[src/rtl/i2c_pkg.sv]
// rtl/i2c_pkg.sv - shared encodings for the I2C slave and its register bank
package i2c_pkg;

  typedef enum logic [2:0] {
    ST_IDLE,
    ST_WRITE,
    ST_READ,
    ST_READ_WAIT,
    ST_RESP
  } state_t;

  localparam logic RW_READ  = 1'b1;
  localparam logic RW_WRITE = 1'b0;

  localparam int CTRL_RW = 1;
  localparam int LB_ACK  = 0;
  localparam int LB_DONE = 1;

  localparam logic [7:0] NACK_READ_DATA = 8'hFF;

endpackage

[src/rtl/reg_bank_mem.sv]
// rtl/reg_bank_mem.sv - DEPTH x DATA_W register array, synchronous write, registered read
module reg_bank_mem #(
  parameter int DATA_W = 8,
  parameter int DEPTH  = 128,
  parameter int IDX_W  = (DEPTH > 1) ? $clog2(DEPTH) : 1
) (
  input  logic              clk,
  input  logic              clear,
  input  logic              wr_en,
  input  logic [IDX_W-1:0]  wr_addr,
  input  logic [DATA_W-1:0] wr_data,
  input  logic              rd_en,
  input  logic [IDX_W-1:0]  rd_addr,
  output logic [DATA_W-1:0] rd_data
);

  logic [DATA_W-1:0] mem [DEPTH];

  // clear is driven by the parent's reset so the whole array returns to zero
  always_ff @(posedge clk or posedge clear) begin
    if (clear) begin
      for (int i = 0; i < DEPTH; i++) begin
        mem[i] <= '0;
      end
      rd_data <= '0;
    end else begin
      if (wr_en) begin
        mem[wr_addr] <= wr_data;
      end
      if (rd_en) begin
        rd_data <= mem[rd_addr];
      end
    end
  end

endmodule

[src/rtl/i2c_register_bank.sv]
// rtl/i2c_register_bank.sv - register file behind the I2C slave; optional REG_WRITE_PROTECT_EN
module i2c_register_bank
  import i2c_pkg::*;
#(
  parameter int              ADDR_W       = 7,
  parameter int              DATA_W       = 8,
  parameter int              DEPTH        = 128,
  parameter logic [ADDR_W-1:0] PROTECT_BASE = 7'h70
) (
  input  logic              clk,
  input  logic              reset,
  input  logic              req,
  input  logic [1:0]        control_signals,
  input  logic [7:0]        address,
  input  logic [DATA_W-1:0] data_in,
  output logic [DATA_W-1:0] data_out,
  output logic [1:0]        control_last_block,
  output logic              busy,
  output logic              drop_err
);

  localparam int IDX_W = (DEPTH > 1) ? $clog2(DEPTH) : 1;

`ifdef REG_WRITE_PROTECT_EN
  localparam bit PROTECT_ON = 1'b1;
`else
  localparam bit PROTECT_ON = 1'b0;
`endif

  state_t              state;
  state_t              state_nx;
  logic [ADDR_W-1:0]   addr_q;
  logic [DATA_W-1:0]   data_q;
  logic                ack_q;
  logic                in_range;
  logic                protected_hit;
  logic                writable;
  logic                mem_wr;
  logic                mem_rd;
  logic [DATA_W-1:0]   rd_data;
  logic                unused_inputs;

  assign unused_inputs = ^{control_signals[0], address[7:ADDR_W]};

  assign in_range      = 32'(addr_q) < DEPTH;
  assign protected_hit = PROTECT_ON && (addr_q >= PROTECT_BASE);
  assign writable      = in_range && !protected_hit;
  assign mem_wr        = (state == ST_WRITE) && writable;
  assign mem_rd        = (state == ST_READ);

  reg_bank_mem #(
    .DATA_W (DATA_W),
    .DEPTH  (DEPTH),
    .IDX_W  (IDX_W)
  ) u_mem (
    .clk     (clk),
    .clear   (reset),
    .wr_en   (mem_wr),
    .wr_addr (addr_q[IDX_W-1:0]),
    .wr_data (data_q),
    .rd_en   (mem_rd),
    .rd_addr (addr_q[IDX_W-1:0]),
    .rd_data (rd_data)
  );

  always_comb begin
    state_nx = state;
    case (state)
      ST_IDLE: begin
        if (req) begin
          state_nx = (control_signals[CTRL_RW] == RW_READ) ? ST_READ : ST_WRITE;
        end
      end
      ST_WRITE:     state_nx = ST_RESP;
      ST_READ:      state_nx = ST_READ_WAIT;
      ST_READ_WAIT: state_nx = ST_RESP;
      ST_RESP:      state_nx = ST_IDLE;
      default:      state_nx = ST_IDLE;
    endcase
  end

  always_ff @(posedge clk or posedge reset) begin
    if (reset) begin
      state    <= ST_IDLE;
      addr_q   <= '0;
      data_q   <= '0;
      ack_q    <= 1'b0;
      data_out <= '0;
      drop_err <= 1'b0;
    end else begin
      state <= state_nx;
      if (state == ST_IDLE && req) begin
        addr_q <= address[ADDR_W-1:0];
        data_q <= data_in;
      end
      if (state != ST_IDLE && req) begin
        drop_err <= 1'b1;
      end
      if (state == ST_WRITE) begin
        ack_q <= writable;
      end
      // out-of-range reads alias into the array, so substitute the NACK pattern
      if (state == ST_READ_WAIT) begin
        ack_q    <= in_range;
        data_out <= in_range ? rd_data : DATA_W'(NACK_READ_DATA);
      end
    end
  end

  assign busy                        = (state == ST_WRITE) || (state == ST_READ) ||
                                       (state == ST_READ_WAIT);
  assign control_last_block[LB_ACK]  = ack_q;
  assign control_last_block[LB_DONE] = (state == ST_RESP);

endmodule

[config.mk]
export PLATFORM = sky130hd
export DESIGN_NAME = i2c_register_bank
export DESIGN_NICKNAME = d
export VERILOG_FILES = /design/src/rtl/i2c_pkg.sv /design/src/rtl/reg_bank_mem.sv /design/src/rtl/i2c_register_bank.sv
export SDC_FILE = /design/constraint.sdc
export NUM_CORES = 2
export LEC_CHECK = 0
export BUFFER_PORTS_ARGS = -buffer_cell sky130_fd_sc_hd__buf_4
export CORE_ASPECT_RATIO = 0.6
export CORE_UTILIZATION = 35
export DETAILED_ROUTE_END_ITERATION = 6
export PLACE_DENSITY_LB_ADDON = 0.15
export SYNTH_ARGS = -nofsm -noshare
export SYNTH_HDL_FRONTEND = slang
export SYNTH_SLANG_ARGS = --single-unit
[constraint.sdc]
create_clock -name clk -period 36.4 [get_ports clk]
set_input_delay 3.64 -clock clk [delete_from_list [all_inputs] [get_ports clk]]
set_output_delay 3.64 -clock clk [all_outputs]
set_load 0.02 [all_outputs]
==> results.cfg <==
[critical_path]
timing.reg2reg.setup_slack_ns = 31.13
critical_path.max_fanout = 145
worst-endpoint-arrival_ns = 6.88
setup_crit_start_kind = input port
rr_worst_depth = 8
reg2reg_to = u_mem.rd_data[2]
setup.worst_path.class = input port to asynchronous set/reset pin
r2r-start = addr_q[1]
cp_data_required_time_ns = 37.09
worst_setup_path_end_kind = asynchronous set/reset pin

[sta]
min_period_over_period = 0.1702
worstMarginPinSlew_ns = 1.314
fin_max_slew_vios = 0
setup_repair_after_global_routing_missed_its_margin = no
skew_final_ns = 0.03314
postLayoutSetupSlackWorst_ns = 30.21
setup_viol = 0
hold_viol = 0
fmax_mhz = 161.5
finalWorstPathRequiredPeriod_ns = 6.194
totalNegativeSetupSlack_ns = 0
timing.max_slew.rel_slack = 0.1148

[yosys]
syn-num-nets = 3539
number_of_enable_flip_flop_cells_after_synthesis = 0
synth_area_in_xor_xnor = 0
synth_seq_area_share = 0.5417
syn-instance-count = 3518
synth_cell_area_um2 = 48970
synthesized_area_fraction_occupied_by_ao_oa_aoi_and_oai_cells = 0.07691
ys_types = 77
flip_flop_cell_with_the_highest_count_after_synthesis = dfrtp_1
synthMuxAreaShare = 0.3079
synth_top_family_by_area = multiplexers
post_synth.cell_area_avg_um2 = 13.92
async_flop_share = 1.000
synth_adder_area_share = 0
ys.warnings.count = 0
synth.ff_latch_count = 1060
post_synth_and_or_nand_nor_area_fraction = 0.04482

[worst_hold_path]
worstHoldPathType = register to register
hold_depth = 1
hold_start = ack_q
worst_hold_path.endpoint = ack_q

[route]
drt-initial-drc-count = 2983
detail_route.drc_violations = 0
detail_route.wirelength_mm = 169.1
detailed_route_via_count = 31463
drt_pass1_iterations = 7
vias_per_cell = 5.860
drt-wirelength-per-cell_um = 31.49
final_antenna_net_count = 0

[pwr]
vdd_drop_max_v = 0.00005405
p_leak_nw = 26.29
p_total_mw = 4.387
intPower_mw = 2.595
powerDensity_nw_per_um2 = 80.50
power.share.switching = 0.4086
power.sequential.fraction = 0.386
p_clk_frac = 0.261
p_sw_mw = 1.793
share_comb_of_total_power = 0.353

[place]
finalWeightedCongestion = 0.8519
placement.setup.worst_slack_ns = 29.25
buffer_ports.inserted = 30
detailedPlacementHpwl_mm = 105.3

[clock_network]
postCtsResizedCells = 0
numCtsBuffers = 105
cts-root-buf = clkbuf_16
cts-hold-fix-buffers = 0
postCtsSetupBuffers = 0
clock_latency_ns = 0.73
cts_max_path_buffers = 3
clk_pin_slew_ns = 0.06
ctsHtreeMaxLevel = 3
clock-sinks = 1060
tritoncts = built

[die]
placeableCoreArea_um2 = 137700
die_footprint_um2 = 141500
die_width_um = 484.9
starting_utilization_of_the_core_area = 0.3557
fp-row-count = 105
io_pins = 33
floorplan.die.height_um = 291.7

[final_layout]
syn2layout_area_growth_pct = 11.30
layout_common_cells = mux2_2, dfrtp_1, a221oi_1
final_nets = 3483
layout.filler_cells = 13025
layout.cells.most_common = mux2_2
share_of_cells_above_drive_strength_1 = 0.4458

[grt]
grt_start_max_net_pins = 150
grt_first_pass_wirelength_mm = 245.1
antenna_found_initial = 10
grt.total_usage = 0.2397
grt_pass1_vias = 31556
globalRouteOverflowTotal = 0

[job]
maxCapViolCount = 0

[outcome]
run_status = finished clean
power groups by stage:
stage               combinational, mW  sequential (mW)  clock (mW)
global placement                 1.52             1.71           0
CTS                              1.53             1.69        1.17
detailed placement               1.53             1.71           0
global route                     1.61             1.73        1.22
floorplan                       0.992             1.56           0
finish                           1.55             1.69        1.14
layer usage:
layer / track usage / part of all wire
met4: 0.04870 / 0.020
met2: 0.3149 / 0.39
met5: 0 / 0.000077
met3: 0.05979 / 0.074
met1: 0.3861 / 0.51
worst max-delay path: stages:
cell and delay, ns:
buf_4 0.13, inv_8 0.50, buf_4 0.81, buf_4 0.81
buf_12 0.69
state kept, by name, summed over array words and instances, names as in the netlist:
| signal | flops |
|---|---|
| u_mem.mem | 1024 |
| data_out | 8 |
| data_q | 8 |
| u_mem.rd_data | 8 |
| addr_q | 7 |
| state | 3 |
| ack_q | 1 |
| drop_err | 1 |
synthesized netlist by cell type (13+ instances only):
library cell  count  share of area
mux4_2           65          0.030
o221ai_1         22         0.0039
clkbuf_1        157          0.012
nor2_1           86         0.0066
mux2_2         1091           0.25
buf_4            24         0.0037
buf_6            16         0.0037
nand3_1          13         0.0013
nor2_2           24         0.0031
a22oi_1          45         0.0069
o21ai_0          55         0.0056
dfrtp_1        1060           0.54
nand2_2          30         0.0038
a21oi_1          67         0.0068
o22ai_1          20         0.0026
mux2i_1          87          0.018
a221oi_1        155          0.028
nor3_1           15         0.0015
nand2_1         128         0.0098
nand2_4          33         0.0076
buf_2            71         0.0073
mux2_1           34         0.0078
layout make-up:
cell class	instances	area (um2)	area share
multi-input cells	2170	21130	0.3877
inverters	8	40.04	0.0007347
diodes	6	15.01	0.0002755
repair buffers	117	953.4	0.01749
clock inverters	29	422.9	0.007760
clock buffers	160	3095	0.05680
flip-flops and latches	1060	26570	0.4875
well taps	1819	2276	0.04176
how the worst max path moves through the flow:
stage | from | to | slack (ns) | cells past startpoint
after CTS | reset | data_q[5] | 30.06 | 5
final | reset | data_q[5] | 30.21 | 5
after floorplan | reset | ack_q | 2.92 | 1
after global placement | reset | data_q[5] | 29.22 | 5
after detailed placement | reset | data_q[5] | 29.25 | 5
after global routing | reset | data_q[5] | 29.70 | 5
kinds of logic after synthesis:
logic type / after synthesis
buffers and inverters: 288
muxes: 1282
DFF: 1060
AOI/OAI and AO/OA: 498
and+or+nand+nor: 390
through the flow:
stage | cell area [um2] | hold WS (ns) | utilization | instances
2_1_floorplan | 48970 | 0.4409 | - | 3518
3_3_place_gp | 50970 | 0.4529 | 0.3702 | 5174
3_5_place_dp | 50970 | 0.4598 | 0.3702 | 5174
4_1_cts | 54480 | 0.4750 | 0.3957 | 5363
5_1_grt | 54500 | 0.4898 | 0.3958 | 5368
6_report | 54500 | 0.4709 | 0.3958 | 5369
Power figures use the tool's default switching activity.
